<file path="src/rtl/alu_arbiter_pkg.sv">
`default_nettype none
// ============================================================================
// Module      : alu_arbiter_pkg
// Description : Shared opcode values, FSM state encoding and the default
//               operand width for the ALU arbiter.
// Revision    : 1.0 - initial release
// ============================================================================
package alu_arbiter_pkg;

  localparam int DEFAULT_BITS = 16;

  typedef enum logic [2:0] {
    ADD        = 3'd0,
    SUB        = 3'd1,
    MULT       = 3'd2,
    SHIFT_LEFT = 3'd3,
    AND        = 3'd4,
    OR         = 3'd5,
    XOR        = 3'd6,
    NOT        = 3'd7
  } alu_op_e;

  typedef enum logic [2:0] {
    ST_IDLE  = 3'd0,
    ST_EXEC  = 3'd1,
    ST_CAPT  = 3'd2,
    ST_RESP  = 3'd3,
    ST_CLEAR = 3'd4
  } arb_state_e;

endpackage : alu_arbiter_pkg
`default_nettype wire

</file>
<file path="src/rtl/alu_arbiter_if.sv">
`default_nettype none
// ============================================================================
// Module      : alu_arbiter_if
// Description : Requester request/response channels plus the ALU-side bus
//               of the two-requester ALU arbiter.
// Revision    : 1.0 - initial release
// ============================================================================
interface alu_arbiter_if #(
  parameter int BITS = alu_arbiter_pkg::DEFAULT_BITS
);
  import alu_arbiter_pkg::*;

  logic            req0_valid;
  logic            req0_ready;
  logic [BITS-1:0] req0_a;
  logic [BITS-1:0] req0_b;
  logic [2:0]      req0_op;
  logic            req1_valid;
  logic            req1_ready;
  logic [BITS-1:0] req1_a;
  logic [BITS-1:0] req1_b;
  logic [2:0]      req1_op;

  logic            rsp0_valid;
  logic [BITS-1:0] rsp0_data;
  logic            rsp0_err;
  logic            rsp1_valid;
  logic [BITS-1:0] rsp1_data;
  logic            rsp1_err;

  logic            alu_rst;
  logic [BITS-1:0] alu_a;
  logic [BITS-1:0] alu_b;
  logic [2:0]      alu_op;
  logic [BITS-1:0] alu_out;
  logic            alu_status;

  logic            busy;

  // Arbiter side
  modport slave (
    input  req0_valid, req0_a, req0_b, req0_op,
    input  req1_valid, req1_a, req1_b, req1_op,
    input  alu_out, alu_status,
    output req0_ready, req1_ready,
    output rsp0_valid, rsp0_data, rsp0_err,
    output rsp1_valid, rsp1_data, rsp1_err,
    output alu_rst, alu_a, alu_b, alu_op, busy
  );

  // Requesters plus the external ALU
  modport master (
    output req0_valid, req0_a, req0_b, req0_op,
    output req1_valid, req1_a, req1_b, req1_op,
    output alu_out, alu_status,
    input  req0_ready, req1_ready,
    input  rsp0_valid, rsp0_data, rsp0_err,
    input  rsp1_valid, rsp1_data, rsp1_err,
    input  alu_rst, alu_a, alu_b, alu_op, busy
  );

endinterface : alu_arbiter_if
`default_nettype wire

</file>
<file path="src/rtl/alu_rr_picker.sv">
`default_nettype none
// ============================================================================
// Module      : alu_rr_picker
// Description : Two-way one-hot grant; ptr=1 gives requester 1 priority when
//               both are valid, a lone valid requester always wins.
// Revision    : 1.0 - initial release
// ============================================================================
module alu_rr_picker (
  input  logic       valid0,
  input  logic       valid1,
  input  logic       ptr,
  output logic [1:0] grant
);
  import alu_arbiter_pkg::*;

  assign grant[0] = valid0 && (!valid1 || !ptr);
  assign grant[1] = valid1 && (!valid0 ||  ptr);

endmodule : alu_rr_picker
`default_nettype wire

</file>
<file path="src/rtl/alu_arbiter.sv">
`default_nettype none
// ============================================================================
// Module      : alu_arbiter
// Description : Serialises two requesters onto one external registered ALU
//               with fixed 3-cycle latency and an ALU reset after errors.
//               ALU_ARB_ROUND_ROBIN_EN selects round-robin instead of fixed
//               req0 priority.
// Revision    : 1.0 - initial release
// ============================================================================
module alu_arbiter #(
  parameter int BITS = alu_arbiter_pkg::DEFAULT_BITS
) (
  input  logic         clk,
  input  logic         rst,
  alu_arbiter_if.slave bus
);
  import alu_arbiter_pkg::*;

  arb_state_e      r_state;
  arb_state_e      w_next;
  logic            r_owner;
  logic [BITS-1:0] r_alu_a;
  logic [BITS-1:0] r_alu_b;
  logic [2:0]      r_alu_op;
  logic [BITS-1:0] r_result;
  logic            r_err;
  logic            w_ptr;
  logic [1:0]      w_grant;
  logic            w_accept;
  logic            w_resp;

  alu_rr_picker u_picker (
    .valid0 (bus.req0_valid),
    .valid1 (bus.req1_valid),
    .ptr    (w_ptr),
    .grant  (w_grant)
  );

`ifdef ALU_ARB_ROUND_ROBIN_EN
  logic r_ptr;

  always_ff @(posedge clk or posedge rst) begin
    if (rst) begin
      r_ptr <= 1'b0;
    end else if (w_accept) begin
      r_ptr <= ~w_grant[1];
    end
  end

  assign w_ptr = r_ptr;
`else
  assign w_ptr = 1'b0;
`endif

  always_ff @(posedge clk or posedge rst) begin
    if (rst) begin
      r_state <= ST_IDLE;
    end else begin
      r_state <= w_next;
    end
  end

  always_comb begin
    w_next         = r_state;
    bus.req0_ready = 1'b0;
    bus.req1_ready = 1'b0;
    bus.busy       = 1'b1;
    bus.alu_rst    = rst;
    case (r_state)
      ST_IDLE: begin
        bus.busy = 1'b0;
        if (!rst) begin
          bus.req0_ready = w_grant[0];
          bus.req1_ready = w_grant[1];
          if (|w_grant) begin
            w_next = ST_EXEC;
          end
        end
      end
      ST_EXEC:  w_next = ST_CAPT;
      ST_CAPT:  w_next = ST_RESP;
      ST_RESP:  w_next = r_err ? ST_CLEAR : ST_IDLE;
      ST_CLEAR: begin
        bus.alu_rst = 1'b1;
        w_next      = ST_IDLE;
      end
      default:  w_next = ST_IDLE;
    endcase
  end

  assign w_accept = bus.req0_ready | bus.req1_ready;

  always_ff @(posedge clk or posedge rst) begin
    if (rst) begin
      r_owner  <= 1'b0;
      r_alu_a  <= '0;
      r_alu_b  <= '0;
      r_alu_op <= 3'd0;
      r_result <= '0;
      r_err    <= 1'b0;
    end else begin
      if (w_accept) begin
        r_owner  <= w_grant[1];
        r_alu_a  <= w_grant[1] ? bus.req1_a  : bus.req0_a;
        r_alu_b  <= w_grant[1] ? bus.req1_b  : bus.req0_b;
        r_alu_op <= w_grant[1] ? bus.req1_op : bus.req0_op;
      end else if ((r_state == ST_RESP) && r_err) begin
        // Park neutral operands so a sticky ALU cannot re-raise its error
        // from the failing operation after the clear pulse.
        r_alu_a  <= '0;
        r_alu_b  <= '0;
        r_alu_op <= 3'd0;
      end
      if (r_state == ST_CAPT) begin
        r_result <= bus.alu_out;
        r_err    <= bus.alu_status;
      end
    end
  end

  assign bus.alu_a  = r_alu_a;
  assign bus.alu_b  = r_alu_b;
  assign bus.alu_op = r_alu_op;

  assign w_resp         = (r_state == ST_RESP);
  assign bus.rsp0_valid = w_resp && !r_owner;
  assign bus.rsp1_valid = w_resp &&  r_owner;
  assign bus.rsp0_err   = bus.rsp0_valid && r_err;
  assign bus.rsp1_err   = bus.rsp1_valid && r_err;
  assign bus.rsp0_data  = (bus.rsp0_valid && !r_err) ? r_result : '0;
  assign bus.rsp1_data  = (bus.rsp1_valid && !r_err) ? r_result : '0;

endmodule : alu_arbiter
`default_nettype wire

</file>
<file path="src/flat_wrapper.sv">
// flat-port wrapper written by rule: the top's interface ports become plain ports
module alu_arbiter_flat import alu_arbiter_pkg::*;
#(
  parameter int BITS = alu_arbiter_pkg::DEFAULT_BITS
)
  (clk, rst, bus_req0_valid, bus_req0_a, bus_req0_b, bus_req0_op, bus_req1_valid, bus_req1_a, bus_req1_b, bus_req1_op, bus_alu_out, bus_alu_status, bus_req0_ready, bus_req1_ready, bus_rsp0_valid, bus_rsp0_data, bus_rsp0_err, bus_rsp1_valid, bus_rsp1_data, bus_rsp1_err, bus_alu_rst, bus_alu_a, bus_alu_b, bus_alu_op, bus_busy);
  alu_arbiter_if #(.BITS(BITS)) bus_i ();
  input  logic clk;
  input  logic rst;
  input wire logic [$bits(bus_i.req0_valid)-1:0] bus_req0_valid;
  input wire logic [$bits(bus_i.req0_a)-1:0] bus_req0_a;
  input wire logic [$bits(bus_i.req0_b)-1:0] bus_req0_b;
  input wire logic [$bits(bus_i.req0_op)-1:0] bus_req0_op;
  input wire logic [$bits(bus_i.req1_valid)-1:0] bus_req1_valid;
  input wire logic [$bits(bus_i.req1_a)-1:0] bus_req1_a;
  input wire logic [$bits(bus_i.req1_b)-1:0] bus_req1_b;
  input wire logic [$bits(bus_i.req1_op)-1:0] bus_req1_op;
  input wire logic [$bits(bus_i.alu_out)-1:0] bus_alu_out;
  input wire logic [$bits(bus_i.alu_status)-1:0] bus_alu_status;
  output wire logic [$bits(bus_i.req0_ready)-1:0] bus_req0_ready;
  output wire logic [$bits(bus_i.req1_ready)-1:0] bus_req1_ready;
  output wire logic [$bits(bus_i.rsp0_valid)-1:0] bus_rsp0_valid;
  output wire logic [$bits(bus_i.rsp0_data)-1:0] bus_rsp0_data;
  output wire logic [$bits(bus_i.rsp0_err)-1:0] bus_rsp0_err;
  output wire logic [$bits(bus_i.rsp1_valid)-1:0] bus_rsp1_valid;
  output wire logic [$bits(bus_i.rsp1_data)-1:0] bus_rsp1_data;
  output wire logic [$bits(bus_i.rsp1_err)-1:0] bus_rsp1_err;
  output wire logic [$bits(bus_i.alu_rst)-1:0] bus_alu_rst;
  output wire logic [$bits(bus_i.alu_a)-1:0] bus_alu_a;
  output wire logic [$bits(bus_i.alu_b)-1:0] bus_alu_b;
  output wire logic [$bits(bus_i.alu_op)-1:0] bus_alu_op;
  output wire logic [$bits(bus_i.busy)-1:0] bus_busy;
  assign bus_i.req0_valid = bus_req0_valid;
  assign bus_i.req0_a = bus_req0_a;
  assign bus_i.req0_b = bus_req0_b;
  assign bus_i.req0_op = bus_req0_op;
  assign bus_i.req1_valid = bus_req1_valid;
  assign bus_i.req1_a = bus_req1_a;
  assign bus_i.req1_b = bus_req1_b;
  assign bus_i.req1_op = bus_req1_op;
  assign bus_i.alu_out = bus_alu_out;
  assign bus_i.alu_status = bus_alu_status;
  assign bus_req0_ready = bus_i.req0_ready;
  assign bus_req1_ready = bus_i.req1_ready;
  assign bus_rsp0_valid = bus_i.rsp0_valid;
  assign bus_rsp0_data = bus_i.rsp0_data;
  assign bus_rsp0_err = bus_i.rsp0_err;
  assign bus_rsp1_valid = bus_i.rsp1_valid;
  assign bus_rsp1_data = bus_i.rsp1_data;
  assign bus_rsp1_err = bus_i.rsp1_err;
  assign bus_alu_rst = bus_i.alu_rst;
  assign bus_alu_a = bus_i.alu_a;
  assign bus_alu_b = bus_i.alu_b;
  assign bus_alu_op = bus_i.alu_op;
  assign bus_busy = bus_i.busy;
  alu_arbiter #(.BITS(BITS)) u_core (.clk(clk), .rst(rst), .bus(bus_i));
endmodule
</file>
<file path="config.mk">
export PLATFORM = sky130hd
export DESIGN_NAME = alu_arbiter_flat
export DESIGN_NICKNAME = d
export VERILOG_FILES = /design/src/rtl/alu_arbiter_pkg.sv /design/src/rtl/alu_arbiter_if.sv /design/src/rtl/alu_rr_picker.sv /design/src/rtl/alu_arbiter.sv /design/src/flat_wrapper.sv
export SDC_FILE = /design/constraint.sdc
export NUM_CORES = 1
export LEC_CHECK = 0
export BUFFER_PORTS_ARGS = -buffer_cell sky130_fd_sc_hd__buf_4
export CAP_MARGIN = 20
export CORE_MARGIN = 3
export CORE_UTILIZATION = 48
export CTS_BUF_LIST = sky130_fd_sc_hd__clkbuf_16
export CTS_CLUSTER_DIAMETER = 100
export DETAILED_ROUTE_END_ITERATION = 16
export GPL_ROUTABILITY_DRIVEN = 1
export GPL_TIMING_DRIVEN = 0
export PLACE_DENSITY = 0.86
export SLEW_MARGIN = 20
export SYNTH_ARGS = -nofsm -noshare
export SYNTH_HDL_FRONTEND = slang
export SYNTH_HIERARCHICAL = 1
export SYNTH_SLANG_ARGS = --single-unit
</file>
<file path="constraint.sdc">
create_clock -name clk -period 3.4 [get_ports clk]
set_input_delay 0.34 -clock clk [delete_from_list [all_inputs] [get_ports clk]]
set_output_delay 0.34 -clock clk [all_outputs]
set_load 0.01 [all_outputs]
</file>
=== Yosys cells after proc, flatten, opt, wreduce, memory -nomap -nowiden ===
Cells that the tools add are included.

* Equal/unequal tests: 6
* Muxes and demuxes: 20
* Bitwise operators: 1
* Reduce and logical (&&, ||, !) cells: 15

{| class="wikitable"
|+ Operators by type and width
! kind !! number
|-
| two-way mux 16 bit || 7
|-
| two-way mux 3 bit || 6
|-
| case mux 3 bit (4 select lines) || 1
|-
| logical AND 1 bit || 8
|-
| equality test 3 x 2 -> 1 bit (second input constant) || 2
|-
| two-way mux 1 bit || 6
|-
| equality test 3 x 1 -> 1 bit (second input constant) || 1
|-
| equality test 3 bit (second input constant) || 1
|-
| zero test 1 bit || 3
|-
| zero test 3 bit || 1
|-
| != test 2 x 1 -> 1 bit (second input constant) || 1
|-
| != test 2 bit (second input constant) || 1
|-
| AND reduction 2 bit || 1
|-
| nonzero test 2 bit || 1
|-
| OR reduction 2 bit || 1
|-
| bitwise OR 1 bit || 1
|}

* Register bits after elaboration: 56
* Input port bits: 91

=== Logic depth before layout (Yosys ltp) ===
* Depth in word-level cells: 6
* Gate-level depth with buffers: 8

=== Modules after synthesis ===
Netlist, hierarchy kept.

{| class="wikitable"
|+ By module, submodules not included
! module !! instances !! cells each !! area each (um2) !! seq. area each (um2)
|-
| alu_arbiter || 1 || 255 || 2,937.8 || 1,401.3
|-
| alu_rr_picker || 1 || 3 || 18.8 || 0.0
|}

=== Worst setup path after synthesis ===
OpenSTA, ideal clock, no wires.

* Kind: input to output
* From: in rst
* To: out bus_alu_rst
* Data arrival time: 1.843 ns
* Data required time: 3.060 ns
* Path slack: 1.217 ns
* Stages on the path: 2
* Buffers on the path: 0
* Cell sequence: inv_1 o31ai_1

* Cells in the longest elaborated chain, start to end: 1

{| class="wikitable"
|+ Ends and longest elaborated chain
! item !! RTL line !! text
|-
| start, declared || flat_wrapper.sv:9 || <nowiki>input logic rst;</nowiki>
|-
| two-way mux 1 bit || alu_arbiter.sv:69 || <nowiki>case (r_state)</nowiki>
|-
| end, declared || flat_wrapper.sv:28 || <nowiki>output wire logic [$bits(bus_i.alu_rst)-1:0] bus_alu_rst;</nowiki>
|}

Every way passes these cells.

=== Final worst setup path ===
* From: reg u_core.r_state[1]
* To: out bus_rsp1_data[14]

* Cells in the longest elaborated chain, start to end: 4

{| class="wikitable"
|+ Ends and longest elaborated chain
! item !! RTL line !! text
|-
| start, declared || alu_arbiter.sv:19 || <nowiki>arb_state_e r_state;</nowiki>
|-
| start signal, assigned || alu_arbiter.sv:59 || <nowiki>r_state <= w_next;</nowiki>
|-
| equality test 3 x 2 -> 1 bit || alu_arbiter.sv:125 || <nowiki>assign w_resp = (r_state == ST_RESP);</nowiki>
|-
| logical AND 1 bit || alu_arbiter.sv:127 || <nowiki>assign bus.rsp1_valid = w_resp && r_owner;</nowiki>
|-
| logical AND 1 bit || alu_arbiter.sv:131 || <nowiki>assign bus.rsp1_data = (bus.rsp1_valid && !r_err) ? r_result : '0;</nowiki>
|-
| two-way mux 16 bit || alu_arbiter.sv:131 ||
|-
| end, declared || flat_wrapper.sv:26 || <nowiki>output wire logic [$bits(bus_i.rsp1_data)-1:0] bus_rsp1_data;</nowiki>
|}

Every way passes these cells.

==> reports/metrics.csv <==
metric,value,unit
CP max-delay cell,nor4b_2,
Area contributors post-synth,"dfrtp_1 47%, mux2i_1 24%, and2_1 7.4%",
Leak,2.254,nW
CTS max path bufs,2,
aggregate global routing overflow,0,
crit share post-route,71.81,%
1st-pass router iterations,4,
fin nets,522,
DR WL/cell,14.57,um
max-cap violations,0,
starting density of the core,51.48,%
postcts setup bufs,0,
Antenna Nets Post-Route,0,
slack of the critical path,0.9585,ns
syn avg cell area,11.46,um2
minimum clock period after layout,2.441,ns
most common cell in the netlist,mux2i_1,
setup violators final,0,
top-area cell type share of the netlist area,47.40,%
clock transition at the registers of the reported paths,0.06,ns
Placed Area,4292,um2
DRT iter0 DRCs,87,
synthesized instance count,258,
Port Buffers,165,
htree depth,2,
RR Startpoint,u_core/r_state[2],
"FF+latch count, synth",56,
PostCTS Resize Cnt,0,
multi-input logic area,1399,um2
# hold bufs at CTS,0,
Tightest Pin Transition,0.6740,ns
Netlist cell types,25,
Slew headroom,55.07,%
Pins Over Slew Limit,0,
Filler cells,403,
HP Class,primary input to async pin,
YS warnings,6,
clock latency on the worst-skew pair,0.28,ns
area grow syn2layout,49.39,%
PwrDens,699.6,nW/um2
worst setup path category,flip-flop to output pin,
layout cell share with drive strength beyond 1,47.79,%
antenna fix cells,0,
post-synth top area cell,dfrtp_1,
"FFs w/ async S/R, synth",100.0,%
first-pass GRT wire length,11.92,mm
drt total wl,7.300,mm
Detailed Place HPWL,5.775,mm
DP Cell Count,496,
status,completed,
Peak VDD IR,0.3638,mV
worst path cell trace,"buf_2, nand2_1, nor4b_2, clkbuf_1, and2_1, buf_4",
reg-to-reg endpoint,u_core/r_result[2],
TritonCTS clock tree,done,
routability cong.,0.7814,
critical path capture point type,output pin,
pin count of the biggest net entering global routing,58,
worst-path fanout max,10,
Synth Flop Type,dfrtp_1,
FMAX,0.4096,GHz
critical path arrival,2.10,ns
clk sinks,56,
I/O Pins,166,
number of hold violations in the final report,0,
clock root buffer,clkbuf_16,
Mapped Area,2957,um2
row count,27,
unrepaired setup endpoints after global routing,no,
vias in the first global route,2584,
antenna violations before repair,0,
critical path launch point type,flip-flop,
Die Ht,84.48,um
final core utilization,76.91,%
worst reg2reg setup slack,1.67,ns
Synth top cells by count,"70 x mux2i_1, 56 x dfrtp_1, 37 x nand2_1",
setup TNS,0,ns
Final Non-Filler Cells,501,
vias per inst,4.936,
Post-synth EDFFs,0,
Core Region,5743,um2
via count,2473,
register area share after synthesis,47.40,%
post-route cell area,4417,um2
All-Layer GR Usage,20.50,%
CP max stage delay,0.51,ns
Clock Skew,0.002337,ns
pre-CTS WS,1.255,ns
WP data required,3.06,ns
die area,7137,um2
Die Wd,84.48,um
Num CTS Buffers,5,
register area,1401,um2
DR DRC count,0,
Reg2Reg Depth,6,
## cell usage in the layout (no fill, tap or decap), drive strengths merged
master  instances
o21a            1
clkbuf         10
inv             5
nor4            2
nor2            5
a21boi          2
buf           178
a21o            1
o31ai           1
nand2          37
nor3            2
mux2i          70
mux2           17
dfrtp          56
nand4b          1
nor3b           1
conb            2
xnor2           1
and2           35
or3             1
nor4b           1
## registers in the layout, summed over array words and instances (netlist names)
name	flops
u_core/r_err	1
u_core/bus.alu_a	16
u_core/r_owner	1
u_core/bus.alu_b	16
u_core/r_state	3
u_core/bus.alu_op	3
u_core/r_result	16
## worst max-delay path by stage
| stage | startpoint | endpoint | slack (ns) | depth (start not counted) |
|---|---|---|---|---|
| 2_1_floorplan | rst | bus_alu_rst | 1.22 | 2 |
| 3_3_place_gp | rst | bus_alu_rst | 0.45 | 4 |
| 3_5_place_dp | u_core/r_state[1] | bus_rsp1_data[14] | 1.25 | 6 |
| 4_1_cts | u_core/r_state[1] | bus_rsp1_data[14] | 0.94 | 6 |
| 5_1_grt | u_core/r_state[1] | bus_rsp1_data[5] | 0.74 | 6 |
| 6_report | u_core/r_state[1] | bus_rsp1_data[14] | 0.96 | 6 |
## worst max-delay path, delay by kind of cell, from the launching register on
kind / cells / cell delay, ns
AND/OR/NAND/NOR: 3 / 0.86
buffers and inverters: 3 / 0.65
flip-flops: 1 / 0.31
## per-stage QoR
| stage | hold slack (ns) | total power, mW |
|---|---|---|
| global placement | 0.4965 | 2.605 |
| floorplan | 0.4862 | 2.000 |
| finish | 0.2009 | 3.090 |
| detailed placement | 0.5031 | 2.661 |
| CTS | 0.2298 | 3.134 |
| global route | 0.2580 | 3.318 |
## power breakdown
part           switching, mW  internal [mW]  total [mW]
Clock                  0.201          0.261       0.461
Sequential             0.185          0.987        1.17
Combinational          0.659          0.798        1.46
## cell type report
cell class / instances / share of cell area, %
timing repair buffer: 165 / 28.05
inverter: 5 / 0.4816
clock buffer: 5 / 2.833
buffer: 18 / 3.201
multi-input combinational: 180 / 31.67
sequential: 56 / 31.73
tap: 72 / 2.040
## cells by family (layout without fill, tap and decap cells)
| family | after synthesis | in the layout | synth area share, % |
|---|---|---|---|
| AO/OA/AOI/OAI | 5 | 5 | 1.270 |
| other | 1 | 2 | 0.1268 |
| AND/OR/NAND/NOR | 85 | 85 | 15.32 |
| XOR/XNOR | 1 | 1 | 0.2963 |
| flip-flops | 56 | 56 | 47.40 |
| multiplexers | 87 | 87 | 30.17 |
| buffers and inverters | 23 | 193 | 5.417 |
## layer usage
metal / vias up / GRT usage, % / routed length [um]
met4: 0 / 6.763 / 148
met1: 1155 / 23.12 / 2795
met3: 13 / 4.907 / 524
li1: 1210 / - / -
met5: - / 0 / 0
met2: 95 / 37.72 / 3832
(Power assumes the default switching activity.)
